File: src/rtl/buspirate_pkg.sv
// Shared types and constants for the serial SRAM arbiter: FSM states, SPI SRAM
// command bytes and the frame length at the default 8-bit data width.
package buspirate_pkg;

    typedef enum logic [1:0] {
        IDLE,
        SETUP,
        SHIFT,
        HOLD
    } arb_state_e;

    localparam logic [7:0] SRAM_CMD_READ  = 8'h03;
    localparam logic [7:0] SRAM_CMD_WRITE = 8'h02;
    localparam int         FRAME_BITS     = 40;

endpackage

File: src/rtl/sram_spi_shifter.sv
// SPI mode-0 frame engine: MSB-first frame shift register, clock phase toggle,
// bit counter and capture of the trailing data bits from MISO.
module sram_spi_shifter #(
    parameter int DATA_WIDTH = 8,
    parameter int FRAME_W    = 32 + DATA_WIDTH
) (
    input  logic                  clock_i,
    input  logic                  reset_i,
    input  logic                  load_i,
    input  logic [FRAME_W-1:0]    frame_i,
    input  logic                  shift_en_i,
    input  logic                  miso_i,
    output logic                  mosi_o,
    output logic                  phase_o,
    output logic                  last_o,
    output logic [DATA_WIDTH-1:0] rx_data_o
);
    localparam int CNT_W = $clog2(FRAME_W);

    logic [FRAME_W-1:0]    frame_q, frame_d;
    logic                  phase_q, phase_d;
    logic [CNT_W-1:0]      bit_q, bit_d;
    logic [DATA_WIDTH-2:0] rx_q, rx_d;
    logic [DATA_WIDTH-1:0] rx_full;
    logic                  in_data;

    // rx_full already contains the bit being sampled this cycle, so the
    // complete word is available on the same edge that ends the frame.
    assign rx_full   = {rx_q, miso_i};
    assign in_data   = (bit_q >= CNT_W'(FRAME_W - DATA_WIDTH));
    assign mosi_o    = frame_q[FRAME_W-1];
    assign phase_o   = phase_q;
    assign last_o    = shift_en_i & phase_q & (bit_q == CNT_W'(FRAME_W - 1));
    assign rx_data_o = rx_full;

    always_comb begin
        frame_d = frame_q;
        phase_d = phase_q;
        bit_d   = bit_q;
        rx_d    = rx_q;
        if (load_i) begin
            frame_d = frame_i;
            phase_d = 1'b0;
            bit_d   = '0;
        end else if (shift_en_i) begin
            phase_d = ~phase_q;
            if (phase_q) begin
                frame_d = {frame_q[FRAME_W-2:0], 1'b0};
                bit_d   = bit_q + CNT_W'(1);
                if (in_data) begin
                    rx_d = rx_full[DATA_WIDTH-2:0];
                end
            end
        end
    end

    always_ff @(posedge clock_i) begin
        if (reset_i) begin
            frame_q <= '0;
            phase_q <= 1'b0;
            bit_q   <= '0;
            rx_q    <= '0;
        end else begin
            frame_q <= frame_d;
            phase_q <= phase_d;
            bit_q   <= bit_d;
            rx_q    <= rx_d;
        end
    end

endmodule

File: src/rtl/sram_arb.sv
// Two-requester arbiter for a serial SPI SRAM; each access is one framed transfer.
// Define SRAM_ARB_FIXED_PRIO_EN to give req0 fixed priority instead of round-robin.
module sram_arb
    import buspirate_pkg::*;
#(
    parameter int ADDR_WIDTH = 16,
    parameter int DATA_WIDTH = 8
) (
    input  logic                  clock,
    input  logic                  reset,
    input  logic                  req0_valid,
    input  logic                  req0_we,
    input  logic [ADDR_WIDTH-1:0] req0_addr,
    input  logic [DATA_WIDTH-1:0] req0_wdata,
    output logic                  req0_ack,
    output logic [DATA_WIDTH-1:0] req0_rdata,
    input  logic                  req1_valid,
    input  logic                  req1_we,
    input  logic [ADDR_WIDTH-1:0] req1_addr,
    input  logic [DATA_WIDTH-1:0] req1_wdata,
    output logic                  req1_ack,
    output logic [DATA_WIDTH-1:0] req1_rdata,
    output logic                  busy,
    output logic                  sram_clock,
    output logic                  sram_cs,
    output logic                  sram_mosi,
    input  logic                  sram_miso
);
    localparam int FRAME_W = 32 + DATA_WIDTH;

    arb_state_e            state_q, state_d;
    logic                  grant_q, we_q;
    logic [DATA_WIDTH-1:0] rdata0_q, rdata1_q;
    logic                  pick, load, shift_last, phase, mosi;
    logic                  sel_we;
    logic [ADDR_WIDTH-1:0] sel_addr;
    logic [DATA_WIDTH-1:0] sel_wdata, rx_data;
    logic [FRAME_W-1:0]    frame;

`ifdef SRAM_ARB_FIXED_PRIO_EN
    assign pick = ~req0_valid;
`else
    logic last_q;

    // On a tie, serve whichever requester was not granted most recently.
    assign pick = (req0_valid & req1_valid) ? ~last_q : ~req0_valid;

    always_ff @(posedge clock) begin
        if (reset) begin
            last_q <= 1'b1;
        end else if (load) begin
            last_q <= pick;
        end
    end
`endif

    assign sel_we    = pick ? req1_we    : req0_we;
    assign sel_addr  = pick ? req1_addr  : req0_addr;
    assign sel_wdata = pick ? req1_wdata : req0_wdata;
    assign frame     = {(sel_we ? SRAM_CMD_WRITE : SRAM_CMD_READ), 24'(sel_addr), sel_wdata};

    sram_spi_shifter #(
        .DATA_WIDTH (DATA_WIDTH),
        .FRAME_W    (FRAME_W)
    ) u_shifter (
        .clock_i    (clock),
        .reset_i    (reset),
        .load_i     (load),
        .frame_i    (frame),
        .shift_en_i (state_q == SHIFT),
        .miso_i     (sram_miso),
        .mosi_o     (mosi),
        .phase_o    (phase),
        .last_o     (shift_last),
        .rx_data_o  (rx_data)
    );

    always_comb begin
        state_d  = state_q;
        load     = 1'b0;
        busy     = 1'b1;
        sram_cs  = 1'b0;
        req0_ack = 1'b0;
        req1_ack = 1'b0;
        unique case (state_q)
            IDLE: begin
                busy    = 1'b0;
                sram_cs = 1'b1;
                if (req0_valid | req1_valid) begin
                    load    = 1'b1;
                    state_d = SETUP;
                end
            end
            SETUP: state_d = SHIFT;
            SHIFT: begin
                if (shift_last) begin
                    state_d = HOLD;
                end
            end
            HOLD: begin
                sram_cs  = 1'b1;
                req0_ack = ~grant_q;
                req1_ack = grant_q;
                state_d  = IDLE;
            end
            default: state_d = IDLE;
        endcase
    end

    assign sram_clock = (state_q == SHIFT) & phase;
    assign sram_mosi  = ~sram_cs & mosi;
    assign req0_rdata = rdata0_q;
    assign req1_rdata = rdata1_q;

    always_ff @(posedge clock) begin
        if (reset) begin
            state_q  <= IDLE;
            grant_q  <= 1'b0;
            we_q     <= 1'b0;
            rdata0_q <= '0;
            rdata1_q <= '0;
        end else begin
            state_q <= state_d;
            if (load) begin
                grant_q <= pick;
                we_q    <= sel_we;
            end
            // Read data lands on the edge entering HOLD so it is valid alongside ack.
            if (shift_last && !we_q) begin
                if (grant_q) begin
                    rdata1_q <= rx_data;
                end else begin
                    rdata0_q <= rx_data;
                end
            end
        end
    end

endmodule
File: config.mk
export PLATFORM = sky130hd
export DESIGN_NAME = sram_arb
export DESIGN_NICKNAME = d
export VERILOG_FILES = /design/src/rtl/buspirate_pkg.sv /design/src/rtl/sram_spi_shifter.sv /design/src/rtl/sram_arb.sv
export SDC_FILE = /design/constraint.sdc
export NUM_CORES = 1
export LEC_CHECK = 0
export ABC_CLOCK_PERIOD_IN_PS = 3650
export CAP_MARGIN = 20
export CORE_MARGIN = 3
export CORE_UTILIZATION = 40
export CTS_CLUSTER_DIAMETER = 200
export DETAILED_ROUTE_END_ITERATION = 8
export PLACE_DENSITY = 0.66
export SYNTH_ARGS = -nofsm -noshare
export SYNTH_HDL_FRONTEND = slang
export SYNTH_SLANG_ARGS = --single-unit
File: constraint.sdc
create_clock -name clock -period 3.65 [get_ports clock]
set_clock_uncertainty 0.2 [all_clocks]
set_input_delay 0.365 -clock clock [delete_from_list [all_inputs] [get_ports clock]]
set_output_delay 0.365 -clock clock [all_outputs]
set_load 0.01 [all_outputs]
# [Word-level counts from Yosys, hierarchy flattened]
# Cells that the tools add are included.
[totals] register_bits=75 in_bits=55 out_inout_bits=22 word_cells=60
[classes] add_sub_neg=1 magnitude_cmp=1 eq_ne=6 n_mux=17 bitwise_logic=11 reduce_logical=13
[ops] operator="$mux W40" n=3
[ops] operator="$mux W16" n=1
[ops] operator="$reduce_and A2 Y1" n=5
[ops] operator="$mux W1" n=9
[ops] operator="$mux W8" n=1
[ops] operator="$pmux W2 S4" n=1
[ops] operator="$add A6 B1 Y6 const B" n=1
[ops] operator="$eq A6 B6 Y1 const B" n=1
[ops] operator="$ge A6 B6 Y1 const B" n=1
[ops] operator="$not A1 Y1" n=6
[ops] operator="$and A1 B1 Y1" n=4
[ops] operator="$eq A2 B2 Y1 const B" n=2
[ops] operator="$mux W2" n=2
[ops] operator="$ne A2 B2 Y1 const B" n=2
[ops] operator="$reduce_and A4 Y1" n=1
[ops] operator="$reduce_bool A2 Y1" n=2
[ops] operator="$reduce_or A2 Y1" n=2
[ops] operator="$eq A2 B1 Y1 const B" n=1
[ops] operator="$logic_not A2 Y1" n=1
[ops] operator="$logic_and A1 B1 Y1" n=1
[ops] operator="$logic_not A1 Y1" n=1
[ops] operator="$or A1 B1 Y1" n=1

# [Longest topological paths before layout]
[logic_depth] ltp_word=5 depth_mapped=8 ltp_nobuf=7

# [By module]
# A second synthesis with hierarchy kept.
[unflattened] hier_cells=410 hier_area_um2=3783.6
[by_module_without_submodules] mod="sram_spi_shifter" instances=1 cells_per_inst=290 area_each_um2=2511.2 seq_area_each_um2=1081.0
[by_module_without_submodules] mod="sram_arb" instances=1 cells_per_inst=120 area_each_um2=1272.5 seq_area_each_um2=420.4

# [Least setup slack after synthesis]
# Ideal clock, no wire load.
[synth_timing] kind="flip-flop to flip-flop" from="register state_q[0]" to="register rdata0_q[0] (netlist: req0_rdata[0])" setup_time_ns=0.128 t_arrival_ns=1.411 t_required_ns=3.322 setup_slack_ns=1.912 stages_incl_launch_ff=8 path_buffers=1 period_less_slack_ns=1.738 cell_sequence="dfxtp_1 inv_1 ha_1 and4_1 and4bb_1 buf_4 mux2i_1 nor2_1"
[synth_via] elab_chain_len=5
[synth_rtl] element="start: declaration" line="sram_arb.sv:31" source="arb_state_e state_q, state_d;"
[synth_rtl] element="start signal: assignment" line="sram_arb.sv:123" source="state_q <= state_d;"
[synth_rtl] element="$eq A2 B2 Y1" line="sram_arb.sv:70" source=".shift_en_i (state_q == SHIFT),"
[synth_rtl] element="$and A1 B1 Y1 (2 in series)" line="sram_spi_shifter.sv:33" source="assign last_o = shift_en_i & phase_q & (bit_q == CNT_W'(FRAME_W - 1));"
[synth_rtl] element="$logic_and A1 B1 Y1" line="sram_arb.sv:129" source="if (shift_last && !we_q) begin"
[synth_rtl] element="$reduce_and A2 Y1 (no source line)"
[synth_rtl] element="end signal: assignment" line="sram_arb.sv:133" source="rdata0_q <= rx_data;"
[synth_rtl] element="end: declaration" line="sram_arb.sv:33" source="logic [DATA_WIDTH-1:0] rdata0_q, rdata1_q;"
# No other way between the ends.
# A chain may end at the register's enable or synchronous reset.

# [Worst setup path in the final report]
[layout_timing] from="register state_q[0]" to="output port sram_clock"
[layout_via] elab_chain_len=2
[layout_rtl] element="$eq A2 B2 Y1" line="sram_arb.sv:110" source="assign sram_clock = (state_q == SHIFT) & phase;"
[layout_rtl] element="$and A1 B1 Y1" line="sram_arb.sv:110"
[layout_rtl] element="end: declaration" line="sram_arb.sv:24" source="output logic sram_clock,"
# No other way between the ends.

==> metrics.md <==
| Metric | Value |
|---|---|
| Outcome | complete, no violations |
| GRT Residual Overflow | 0 |
| Final Wtd Congestion | 0.728 |
| Maxcap violations | 0 |
| Cts bufs inserted | 9 |
| Inst Count DP | 510 |
| Ys async rst share | 0 |
| Final setup fails | 0 |
| Routed vias/inst | 5.06 |
| Initial Util | 0.415 |
| Area grow syn2layout | 31.2% |
| Skew-Pair Late Insertion Delay | 340 ps |
| Clock root buffer | clkbuf_8 |
| Max Clk Rate | 0.385 GHz |
| Top cell type's share of synthesized area | 0.463 |
| CTS tree | done |
| Final instance count without filler cells | 526 |
| DR pass1 iterations | 4 |
| EDFF count, synth | 0 |
| Mean area per synthesized cell | 9.13 um^2 |
| Req. time, crit path | 3080 ps |
| Count leader, synth | dfxtp_1 |
| Synth cell count leaders | 75 x dfxtp_1, 60 x nand2_1, 48 x mux2i_1 |
| Hold crit path type | flip-flop to flip-flop |
| Wire length on met1 | 3.21 mm |
| Synth cell types | 36 |
| Placed inst area | 0.00401 mm^2 |
| CTS Hold Bufs | 0 |
| Sequential Area | 0.00150 mm^2 |
| Gr usage total | 0.154 |
| Clk pin slew, worst setup/hold paths | 70 ps |
| Worst slew pin tran | 820 ps |
| Critical path launch point type | flip-flop |
| Bufs on Longest Clock Path | 2 |
| Initial antenna violation count | 0 |
| Multi-input logic area | 0.00155 mm^2 |
| Top routing layer in use | met4 |
| Crit path depth | 5 |
| Drt total wl | 6.90 mm |
| CP max-delay cell | clkdlybuf4s50_1 |
| Area contributors post-synth | dfxtp_1 46%, mux2i_1 15%, nand2_1 6.9% |
| Final Util | 0.545 |
| DR WL met3 | 292 um |
| Pins Over Slew Limit | 0 |
| Post-CTS setup buffers | 0 |
| Final ANT Viol Nets | 0 |
| Top FF cell, synth | dfxtp_1 |
| Share of cells above drive strength 1 | 0.0613 |
| CP Cell Sequence | inv_1 -> ha_1 -> nand2_1 -> inv_2 -> clkdlybuf4s50_1 |
| Number of global-route vias before repair | 2,386 |
| Final non-filler cell area | 0.00425 mm^2 |
| Setup crit end kind | primary output |
| Post-cts gate resize count | 0 |
| Wire length on met2 | 3.31 mm |
| Net Count, Synth | 415 |
| Syn Inst Count | 355 |
| Worst EP arrival | 2030 ps |
| Final critical-path required period | 2600 ps |
| Worst vdd ir | 171 uV |
| Routed len/inst | 13.1 um |
| P_leak | 1.65 nW |
| Critical path class | flip-flop to primary output |
| Die X | 96.0 um |
| NumNets Final | 479 |
| Setup_tns | 0 ps |
| DRC violations left | 0 |
| Hold_ws | 249 ps |
| RSZ-0062 raised after global routing | false |
| CP Max Fanout | 22 |
| Fillers | 732 |
| Detailed Place HPWL | 4.50 mm |
| Die Ht | 96.0 um |
| Mapped Area | 0.00324 mm^2 |
| Largest net degree at the start of global routing | 55 |
| FF+latch count, synth | 75 |
| Clk sinks | 75 |
| Hold Vio Cnt, Final | 0 |
| Crit path buf inv count | 3 |
| CP peak stage delay | 620 ps |
| # rows | 32 |
| Buffers on Ports | 76 |
| Reg2Reg Depth | 7 |
| Pwr/cell area | 554 mW/mm^2 |
| Tcrit/Tclk final | 0.711 |
| Antenna diodes | 0 |
| I/O Pins | 77 |
| CTS H-tree depth | 3 |
| DR vias | 2,662 |
| Die ar. | 0.00922 mm^2 |
| Synth area leader | dfxtp_1 |
| Slew HR | 0.453 |
| Hold depth | 2 |
| Seq/Total Area, Yosys | 0.463 |
| Global-route wire length before repair | 11.2 mm |
| Initial DRC Count | 116 |
| Warnings from Yosys | 0 |
| Core Box Area | 0.00781 mm^2 |
| Top cell family by delay on the critical path | buffers and inverters |
==> power breakdown <==
group	total (W)	switching, W	internal (W)
combinational	0.000590	0.000321	0.000269
sequential	0.000996	0.0000633	0.000933
clock	0.000770	0.000311	0.000459
total	0.00236	0.000695	0.00166
==> worst register-to-register path, delay by kind of cell (launching register included) <==
family,cells,cell delay (ps)
simple gates,3,640
buf+inv,2,390
flops,1,320
mux,1,260
fa+ha+maj,1,250
==> path summary, 6_finish.rpt <==
| check | start | to | slack (ps) |
|---|---|---|---|
| worst max-delay path | state_q[0] | sram_clock | 1050 |
| worst min-delay path | u_shifter.frame_q[30] | u_shifter.frame_q[31] | 250 |
| worst max register to register | state_q[0] | u_shifter.rx_q[1] | 1460 |
| worst min register to register | u_shifter.frame_q[30] | u_shifter.frame_q[31] | 250 |
==> flip-flops by register name, indices dropped and copies added (netlist names) <==
name / cells
last_q: 1
u_shifter.bit_q: 6
grant_q: 1
u_shifter.rx_q: 7
we_q: 1
req0_rdata: 8
req1_rdata: 8
u_shifter.frame_q: 40
state_q: 2
u_shifter.phase_o: 1
==> metrics by stage <==
stage / worst slack (ps) / power (W)
2_1_floorplan: 1910 / 0.00143
3_3_place_gp: 1370 / 0.00159
3_5_place_dp: 1270 / 0.00160
4_1_cts: 1020 / 0.00237
5_1_grt: 913 / 0.00250
6_report: 1050 / 0.00236
==> final cells by class <==
type / instances / area share
Multi-Input combinational cell: 244 / 0.365
Clock buffer: 9 / 0.0291
Inverter: 8 / 0.00706
Clock inverter: 7 / 0.0291
Tap cell: 102 / 0.0300
Sequential cell: 75 / 0.353
Timing Repair Buffer: 81 / 0.186
==> layer usage <==
metal / global-route usage / up-vias
met1: 0.205 / 1230
li1: - / 1358
met4: 0.0498 / 0
met3: 0.0391 / 9
met2: 0.243 / 65
met5: 0 / -
==> layout by cell type (no fill, tap or decap), types with 4 or more instances in the layout <==
cell,count
clkdlybuf4s50_1,75
dfxtp_1,75
ha_1,5
a221oi_1,22
clkbuf_8,9
mux2i_1,48
a21oi_1,42
xor2_1,4
nor2_1,34
buf_4,5
nand2_1,60
inv_1,6
==> cells by family after synthesis <==
family	Yosys count	synth area share
buffers and inverters	36	0.0598
adder cells (fa/ha/maj)	5	0.0193
AND/OR/NAND/NOR	109	0.140
XOR/XNOR	6	0.0162
AO/OA/AOI/OAI	76	0.153
flip-flops	75	0.463
multiplexers	48	0.148
Power figures use the tool's default switching activity.
